--- src/rtl/clct_sort_sequencer.sv ---
// clct_sort_sequencer: two-pass sweep of MXBANK banks through one shared best-1-of-32 sorter
// Finds the chamber-wide best pattern in pass 1, then re-sweeps with a key window blanked
// around it to find the second best. Ports:
//   clock, reset_n           clock and asynchronous active-low reset
//   start / busy / done      request, in-progress flag, one-clock completion pulse
//   sort_bank                bank index driven to the sorter input mux
//   blank_en/lo/hi           pass-2 blank window (inclusive chamber keys) for the input mux
//   srt_pat/key/carry        sorter result, SORT_LAT clocks after sort_bank
//   best1_*, best2_*         results, updated on the done edge and held until the next done
module clct_sort_sequencer #(
    parameter int MXPATB     = 7,
    parameter int MXPATC     = 12,
    parameter int MXBANK     = 7,
    parameter int MXKEYB     = 5,
    parameter int MXKEYBT    = 8,
    parameter int SORT_LAT   = 1,
    parameter int BLANK_SPAN = 10
) (
    input  logic               clock,
    input  logic               reset_n,
    input  logic               start,
    output logic               busy,
    output logic [2:0]         sort_bank,
    output logic               blank_en,
    output logic [MXKEYBT-1:0] blank_lo,
    output logic [MXKEYBT-1:0] blank_hi,
    input  logic [MXPATB-1:0]  srt_pat,
    input  logic [MXKEYB-1:0]  srt_key,
    input  logic [MXPATC-1:0]  srt_carry,
    output logic               done,
    output logic               best1_vld,
    output logic [MXPATB-1:0]  best1_pat,
    output logic [MXKEYBT-1:0] best1_key,
    output logic [MXPATC-1:0]  best1_carry,
    output logic               best2_vld,
    output logic [MXPATB-1:0]  best2_pat,
    output logic [MXKEYBT-1:0] best2_key,
    output logic [MXPATC-1:0]  best2_carry
);
    localparam int KEY_MAX = 32 * MXBANK - 1;
    localparam int CNTW    = $clog2(SORT_LAT + 1);

    typedef enum logic [2:0] {IDLE, P1_ISSUE, P1_DRAIN, BLANK, P2_ISSUE, P2_DRAIN, DONE} state_t;
    state_t state_q, state_d;

    logic                          busy_q, busy_d, done_q, done_d;
    logic [2:0]                    sort_bank_q, sort_bank_d;
    logic [CNTW-1:0]               cnt_q, cnt_d;
    logic [SORT_LAT-1:0]           tag_vld_q, tag_vld_d;
    logic [SORT_LAT-1:0][2:0]      tag_bank_q, tag_bank_d;
    logic [MXPATB-1:0]             run_pat_q, run_pat_d, p1_pat_q, p1_pat_d;
    logic [MXKEYBT-1:0]            run_key_q, run_key_d, p1_key_q, p1_key_d;
    logic [MXPATC-1:0]             run_carry_q, run_carry_d, p1_carry_q, p1_carry_d;
    logic                          blank_en_q, blank_en_d;
    logic [MXKEYBT-1:0]            blank_lo_q, blank_lo_d, blank_hi_q, blank_hi_d;
    logic                          best1_vld_q, best1_vld_d, best2_vld_q, best2_vld_d;
    logic [MXPATB-1:0]             best1_pat_q, best1_pat_d, best2_pat_q, best2_pat_d;
    logic [MXKEYBT-1:0]            best1_key_q, best1_key_d, best2_key_q, best2_key_d;
    logic [MXPATC-1:0]             best1_carry_q, best1_carry_d, best2_carry_q, best2_carry_d;

    logic accept, issuing, draining, bank_last, drain_last, cap, run_vld, p1_vld;
    logic [MXKEYBT-1:0] win_lo, win_hi;

    // done_q blocks the done cycle itself from restarting the sweep
    assign accept     = state_q == IDLE && start && !done_q;
    assign issuing    = state_q == P1_ISSUE || state_q == P2_ISSUE;
    assign draining   = state_q == P1_DRAIN || state_q == P2_DRAIN;
    assign bank_last  = sort_bank_q == 3'(MXBANK - 1);
    assign drain_last = cnt_q == CNTW'(SORT_LAT - 1);
    assign run_vld    = run_pat_q[MXPATB-1:1] != '0;
    assign p1_vld     = p1_pat_q[MXPATB-1:1] != '0;
    // strict compare: equal values arriving later (higher key) never displace the stored best
    assign cap        = tag_vld_q[SORT_LAT-1] && srt_pat[MXPATB-1:1] > run_pat_q[MXPATB-1:1];
    assign win_lo     = (int'(run_key_q) < BLANK_SPAN) ? '0 : MXKEYBT'(int'(run_key_q) - BLANK_SPAN);
    assign win_hi     = (int'(run_key_q) + BLANK_SPAN > KEY_MAX) ? MXKEYBT'(KEY_MAX)
                                                                 : MXKEYBT'(int'(run_key_q) + BLANK_SPAN);

    always_ff @(posedge clock or negedge reset_n) begin
        if (!reset_n) begin
            state_q       <= IDLE;
            busy_q        <= 1'b0;
            done_q        <= 1'b0;
            sort_bank_q   <= '0;
            cnt_q         <= '0;
            tag_vld_q     <= '0;
            tag_bank_q    <= '0;
            run_pat_q     <= '0;
            run_key_q     <= '0;
            run_carry_q   <= '0;
            p1_pat_q      <= '0;
            p1_key_q      <= '0;
            p1_carry_q    <= '0;
            blank_en_q    <= 1'b0;
            blank_lo_q    <= '0;
            blank_hi_q    <= '0;
            best1_vld_q   <= 1'b0;
            best1_pat_q   <= '0;
            best1_key_q   <= '0;
            best1_carry_q <= '0;
            best2_vld_q   <= 1'b0;
            best2_pat_q   <= '0;
            best2_key_q   <= '0;
            best2_carry_q <= '0;
        end else begin
            state_q       <= state_d;
            busy_q        <= busy_d;
            done_q        <= done_d;
            sort_bank_q   <= sort_bank_d;
            cnt_q         <= cnt_d;
            tag_vld_q     <= tag_vld_d;
            tag_bank_q    <= tag_bank_d;
            run_pat_q     <= run_pat_d;
            run_key_q     <= run_key_d;
            run_carry_q   <= run_carry_d;
            p1_pat_q      <= p1_pat_d;
            p1_key_q      <= p1_key_d;
            p1_carry_q    <= p1_carry_d;
            blank_en_q    <= blank_en_d;
            blank_lo_q    <= blank_lo_d;
            blank_hi_q    <= blank_hi_d;
            best1_vld_q   <= best1_vld_d;
            best1_pat_q   <= best1_pat_d;
            best1_key_q   <= best1_key_d;
            best1_carry_q <= best1_carry_d;
            best2_vld_q   <= best2_vld_d;
            best2_pat_q   <= best2_pat_d;
            best2_key_q   <= best2_key_d;
            best2_carry_q <= best2_carry_d;
        end
    end

    always_comb begin
        state_d = state_q;
        case (state_q)
            IDLE:     state_d = accept ? P1_ISSUE : IDLE;
            P1_ISSUE: state_d = bank_last ? P1_DRAIN : P1_ISSUE;
            P1_DRAIN: state_d = drain_last ? BLANK : P1_DRAIN;
            BLANK:    state_d = P2_ISSUE;
            P2_ISSUE: state_d = bank_last ? P2_DRAIN : P2_ISSUE;
            P2_DRAIN: state_d = drain_last ? DONE : P2_DRAIN;
            DONE:     state_d = IDLE;
            default:  state_d = IDLE;
        endcase
    end

    always_comb begin
        busy_d        = accept ? 1'b1 : (state_q == DONE ? 1'b0 : busy_q);
        done_d        = state_q == DONE;
        sort_bank_d   = (accept || state_q == BLANK || state_q == DONE) ? '0
                      : (issuing && !bank_last) ? sort_bank_q + 3'd1 : sort_bank_q;
        cnt_d         = (draining && !drain_last) ? cnt_q + CNTW'(1) : '0;
        // bank-index tags travel alongside the sorter pipeline so each result knows its bank
        tag_vld_d     = tag_vld_q;
        tag_bank_d    = tag_bank_q;
        tag_vld_d[0]  = issuing;
        tag_bank_d[0] = sort_bank_q;
        for (int i = 1; i < SORT_LAT; i++) begin
            tag_vld_d[i]  = tag_vld_q[i-1];
            tag_bank_d[i] = tag_bank_q[i-1];
        end
        run_pat_d     = (accept || state_q == BLANK) ? '0 : cap ? srt_pat : run_pat_q;
        run_key_d     = (accept || state_q == BLANK) ? '0
                      : cap ? MXKEYBT'({tag_bank_q[SORT_LAT-1], srt_key}) : run_key_q;
        run_carry_d   = (accept || state_q == BLANK) ? '0 : cap ? srt_carry : run_carry_q;
        p1_pat_d      = state_q == BLANK ? run_pat_q : p1_pat_q;
        p1_key_d      = state_q == BLANK ? run_key_q : p1_key_q;
        p1_carry_d    = state_q == BLANK ? run_carry_q : p1_carry_q;
        blank_en_d    = state_q == BLANK ? run_vld : (state_q == DONE ? 1'b0 : blank_en_q);
        blank_lo_d    = state_q == BLANK ? (run_vld ? win_lo : '0) : (state_q == DONE ? '0 : blank_lo_q);
        blank_hi_d    = state_q == BLANK ? (run_vld ? win_hi : '0) : (state_q == DONE ? '0 : blank_hi_q);
        best1_vld_d   = state_q == DONE ? p1_vld : best1_vld_q;
        best1_pat_d   = state_q == DONE ? p1_pat_q : best1_pat_q;
        best1_key_d   = state_q == DONE ? p1_key_q : best1_key_q;
        best1_carry_d = state_q == DONE ? p1_carry_q : best1_carry_q;
        // a second best is meaningless without a first
        best2_vld_d   = state_q == DONE ? p1_vld && run_vld : best2_vld_q;
        best2_pat_d   = state_q == DONE ? (p1_vld ? run_pat_q : '0) : best2_pat_q;
        best2_key_d   = state_q == DONE ? (p1_vld ? run_key_q : '0) : best2_key_q;
        best2_carry_d = state_q == DONE ? (p1_vld ? run_carry_q : '0) : best2_carry_q;
    end

    assign busy        = busy_q;
    assign done        = done_q;
    assign sort_bank   = sort_bank_q;
    assign blank_en    = blank_en_q;
    assign blank_lo    = blank_lo_q;
    assign blank_hi    = blank_hi_q;
    assign best1_vld   = best1_vld_q;
    assign best1_pat   = best1_pat_q;
    assign best1_key   = best1_key_q;
    assign best1_carry = best1_carry_q;
    assign best2_vld   = best2_vld_q;
    assign best2_pat   = best2_pat_q;
    assign best2_key   = best2_key_q;
    assign best2_carry = best2_carry_q;
endmodule

--- config.mk ---
export PLATFORM = sky130hd
export DESIGN_NAME = clct_sort_sequencer
export DESIGN_NICKNAME = d
export VERILOG_FILES = /design/src/rtl/clct_sort_sequencer.sv
export SDC_FILE = /design/constraint.sdc
export NUM_CORES = 1
export LEC_CHECK = 0
export CORE_MARGIN = 3
export CORE_UTILIZATION = 55
export CTS_BUF_LIST = sky130_fd_sc_hd__clkbuf_4
export CTS_CLUSTER_SIZE = 12
export DETAILED_ROUTE_END_ITERATION = 8
export MAX_ROUTING_LAYER = met4
export PLACE_DENSITY = 0.85
export SLEW_MARGIN = 25
export SYNTH_ARGS = -nofsm -noshare
export SYNTH_HDL_FRONTEND = slang
export SYNTH_SLANG_ARGS = --single-unit
--- constraint.sdc ---
create_clock -name clock -period 2.5 [get_ports clock]
set_input_delay 0.75 -clock clock [delete_from_list [all_inputs] [get_ports clock]]
set_output_delay 0.75 -clock clock [all_outputs]
set_load 0.005 [all_outputs]
==> metrics <==
worst skew pair latency=about 0.55 ns; Via density=~5.5; Layout Cells excl Fill=approximately 830; WL per Instance=16.6 um; # diodes=0; Layout fillers=roughly 770; Reg2Reg Setup Slack=between 0.3 and 0.4 ns; Clock Root Buffer=clkbuf_4; reg2reg end=blank_hi[3]; register area=3500 sq um; detailed-route via count=around 4600; critical path launch point=sort_bank[0]; first-pass GRT wire length=22300 um; TritonCTS Buffers=17; drt first pass iters=4; initial antenna violation count=0; area of the multi-input gates=2250 sq um; Hold Violations, Final=0; final wirelength=13800 um; Async SR Flop Fraction=100%; Routability Congestion=~0.85; Distinct cells, synth=49; worst-path cell chain=clkdlybuf4s50_1; share of cells above drive strength 1=10.8%; Die Y=around 110 um; FF-to-FF Start=run_key_q[1]; leakage power=3.51 nW; Antenna Violating Nets Remaining=0; top cell type's share of synthesized area=58.9%; top post-synthesis cells by area=dfrtp_1, nand2_1, mux2i_1; Post-Synthesis Net Count=~620; hold_buf cts=0; Post-Synthesis Mean Instance Area=slightly above 10 sq um; input/output buffers=104; Post-layout nets=721; slowest stage cell on the critical path=clkdlybuf4s50_1; CP Depth=1; CORE AREA=10400 sq um; worst min path class=in2async; IO Pins=about 110; post-synth top area cell=dfrtp_1; clock-pin slew on the worst setup and hold paths=approximately 0.12 ns; Yosys reg bits=140; H-Tree Depth=4; register area share after synthesis=58.9%; final setup violation count=0; CP peak stage delay=0.55 ns; Buf/Inv on CP=1; placed cell count=801; cell with the most instances after synthesis=nand2_1; Final min period=~2.3 ns; Setup Skew=0.0200 ns; CP Launch Type=flip-flop; Final Max Tran Viols=0; standard-cell rows=37; DIE WIDTH=110 um; initial core utilization=a little under three fifths; peak fanout along the critical path=5; Post-Syn Area=5950 sq um; EDFF count, synth=0; P per Cell Area=1120 nW/um^2; period utilization=93.3%; clock buffer depth=2; postcts setup bufs=0; # DRC=0; die area=around 12000 sq um; Gates resized, CTS repair=0; outcome=completed; Post-Synthesis Cells=~600; CTS tree=done; Synthesis Warnings=0; Critical Path Sink=sort_bank[0]; crit path DAT=1.58 ns; f_max=about 0.43 GHz; slew margin rel.=51.2%; GRT Total Usage=between 20% and 30%; Clock Sinks=140; WS Path Type=reg2out; Worst EP required=approximately 1.8 ns; Main synth FF type=dfrtp_1; via count of the first global-routing pass=4555; Post-DP HPWL=9510 um; grt ovf=0; P&R area growth vs syn=24.6%; max-cap viol count=0; worst-margin pin slew=about 0.73 ns; top cell family by delay on the critical path=buffers and inverters; initial DRC count=276; worst setup margin=between 0.15 and 0.2 ns; FF-to-FF path depth=4; pin count of the biggest net entering global routing=69; worst slack, placed=-0.114 ns; Synth top cells by count=nand2_1, dfrtp_1, o21ai_0; unrepaired setup endpoints after global routing=no; Worst setup EP type=primary output; Peak supply drop=a little under 0.0006 V
-- logic make-up after synthesis --
family	share of synthesized area (%)
other cells	0.0630
buf+inv	3.62
flops	58.9
xor+xnor	1.77
compound gates	9.59
mux	7.93
fa+ha+maj	2.10
simple gates	16.0
-- layout make-up --
type,instances,area share [%]
Multi-Input combinational cell,393,30.4
Clock buffer,18,1.82
Timing Repair Buffer,114,15.9
Inverter,18,0.912
Sequential cell,140,47.3
Clock inverter,14,1.33
Tap cell,136,2.30
-- layout by cell type, fill, tap and decap left out, drive strengths merged, types with 2 or more instances in the layout --
cell / count
a21o: 2
a21oi: 7
a221o: 5
a31oi: 2
buf: 11
clkbuf: 18
clkdlybuf4s50: 103
clkinv: 12
dfrtp: 140
ha: 10
inv: 19
mux2: 17
mux2i: 28
nand2: 213
nand2b: 2
nand3: 2
nor2: 6
nor3: 5
o21a: 2
o21ai: 45
o31ai: 12
or4: 2
xnor2: 8
xor2: 4
-- registers in the layout, indices dropped and copies added (netlist names), 7 cells and up --
register / count
best2_key: 8
p1_carry_q: 12
blank_lo: 8
blank_hi: 8
p1_key_q: 8
run_carry_q: 12
best2_pat: 7
run_pat_q: 7
best1_carry: 12
p1_pat_q: 7
best2_carry: 12
best1_key: 8
best1_pat: 7
run_key_q: 8
-- power breakdown --
part           total [W]  internal, W  switching, W
sequential       0.00380      0.00308      0.000722
clock            0.00123     0.000403      0.000827
combinational    0.00329      0.00171       0.00158
-- stage by stage --
stage / power (W) / utilization [%] / hold WS [ns] / setup TNS (ns) / cell area, sq um
6_report: 0.00832 / 71.1 / 0.159 / 0 / 7410
5_1_grt: 0.00890 / 71.1 / 0.148 / 0 / 7410
4_1_cts: 0.00835 / 71.1 / 0.144 / 0 / 7400
3_5_place_dp: 0.00712 / 68.8 / 0.453 / -2.41 / 7170
3_3_place_gp: 0.00692 / 68.8 / 0.444 / -1.39 / 7170
2_1_floorplan: 0.00552 / - / 0.433 / 0 / 5950
-- how the worst min path moves through the flow --
stage	from	end	slack [ns]	cells after the start
global placement	p1_carry_q[2]	best1_carry[2]	0.44	2
floorplan	p1_carry_q[0]	best1_carry[0]	0.43	2
finish	reset_n	blank_hi[4]	0.16	1
global route	reset_n	blank_hi[1]	0.15	1
CTS	reset_n	state_q[2]	0.14	1
detailed placement	p1_carry_q[10]	best1_carry[10]	0.45	2
-- per-layer routing --
layer	vias up	part of all wire, %	global-route usage (%)
met1	2232	43	32.5
met2	200	48	39.0
met5	-	0	-
met4	0	2.0	9.08
met3	28	6.6	5.71
li1	2141	-	-
No activity file was read; power rests on OpenSTA's default activity.
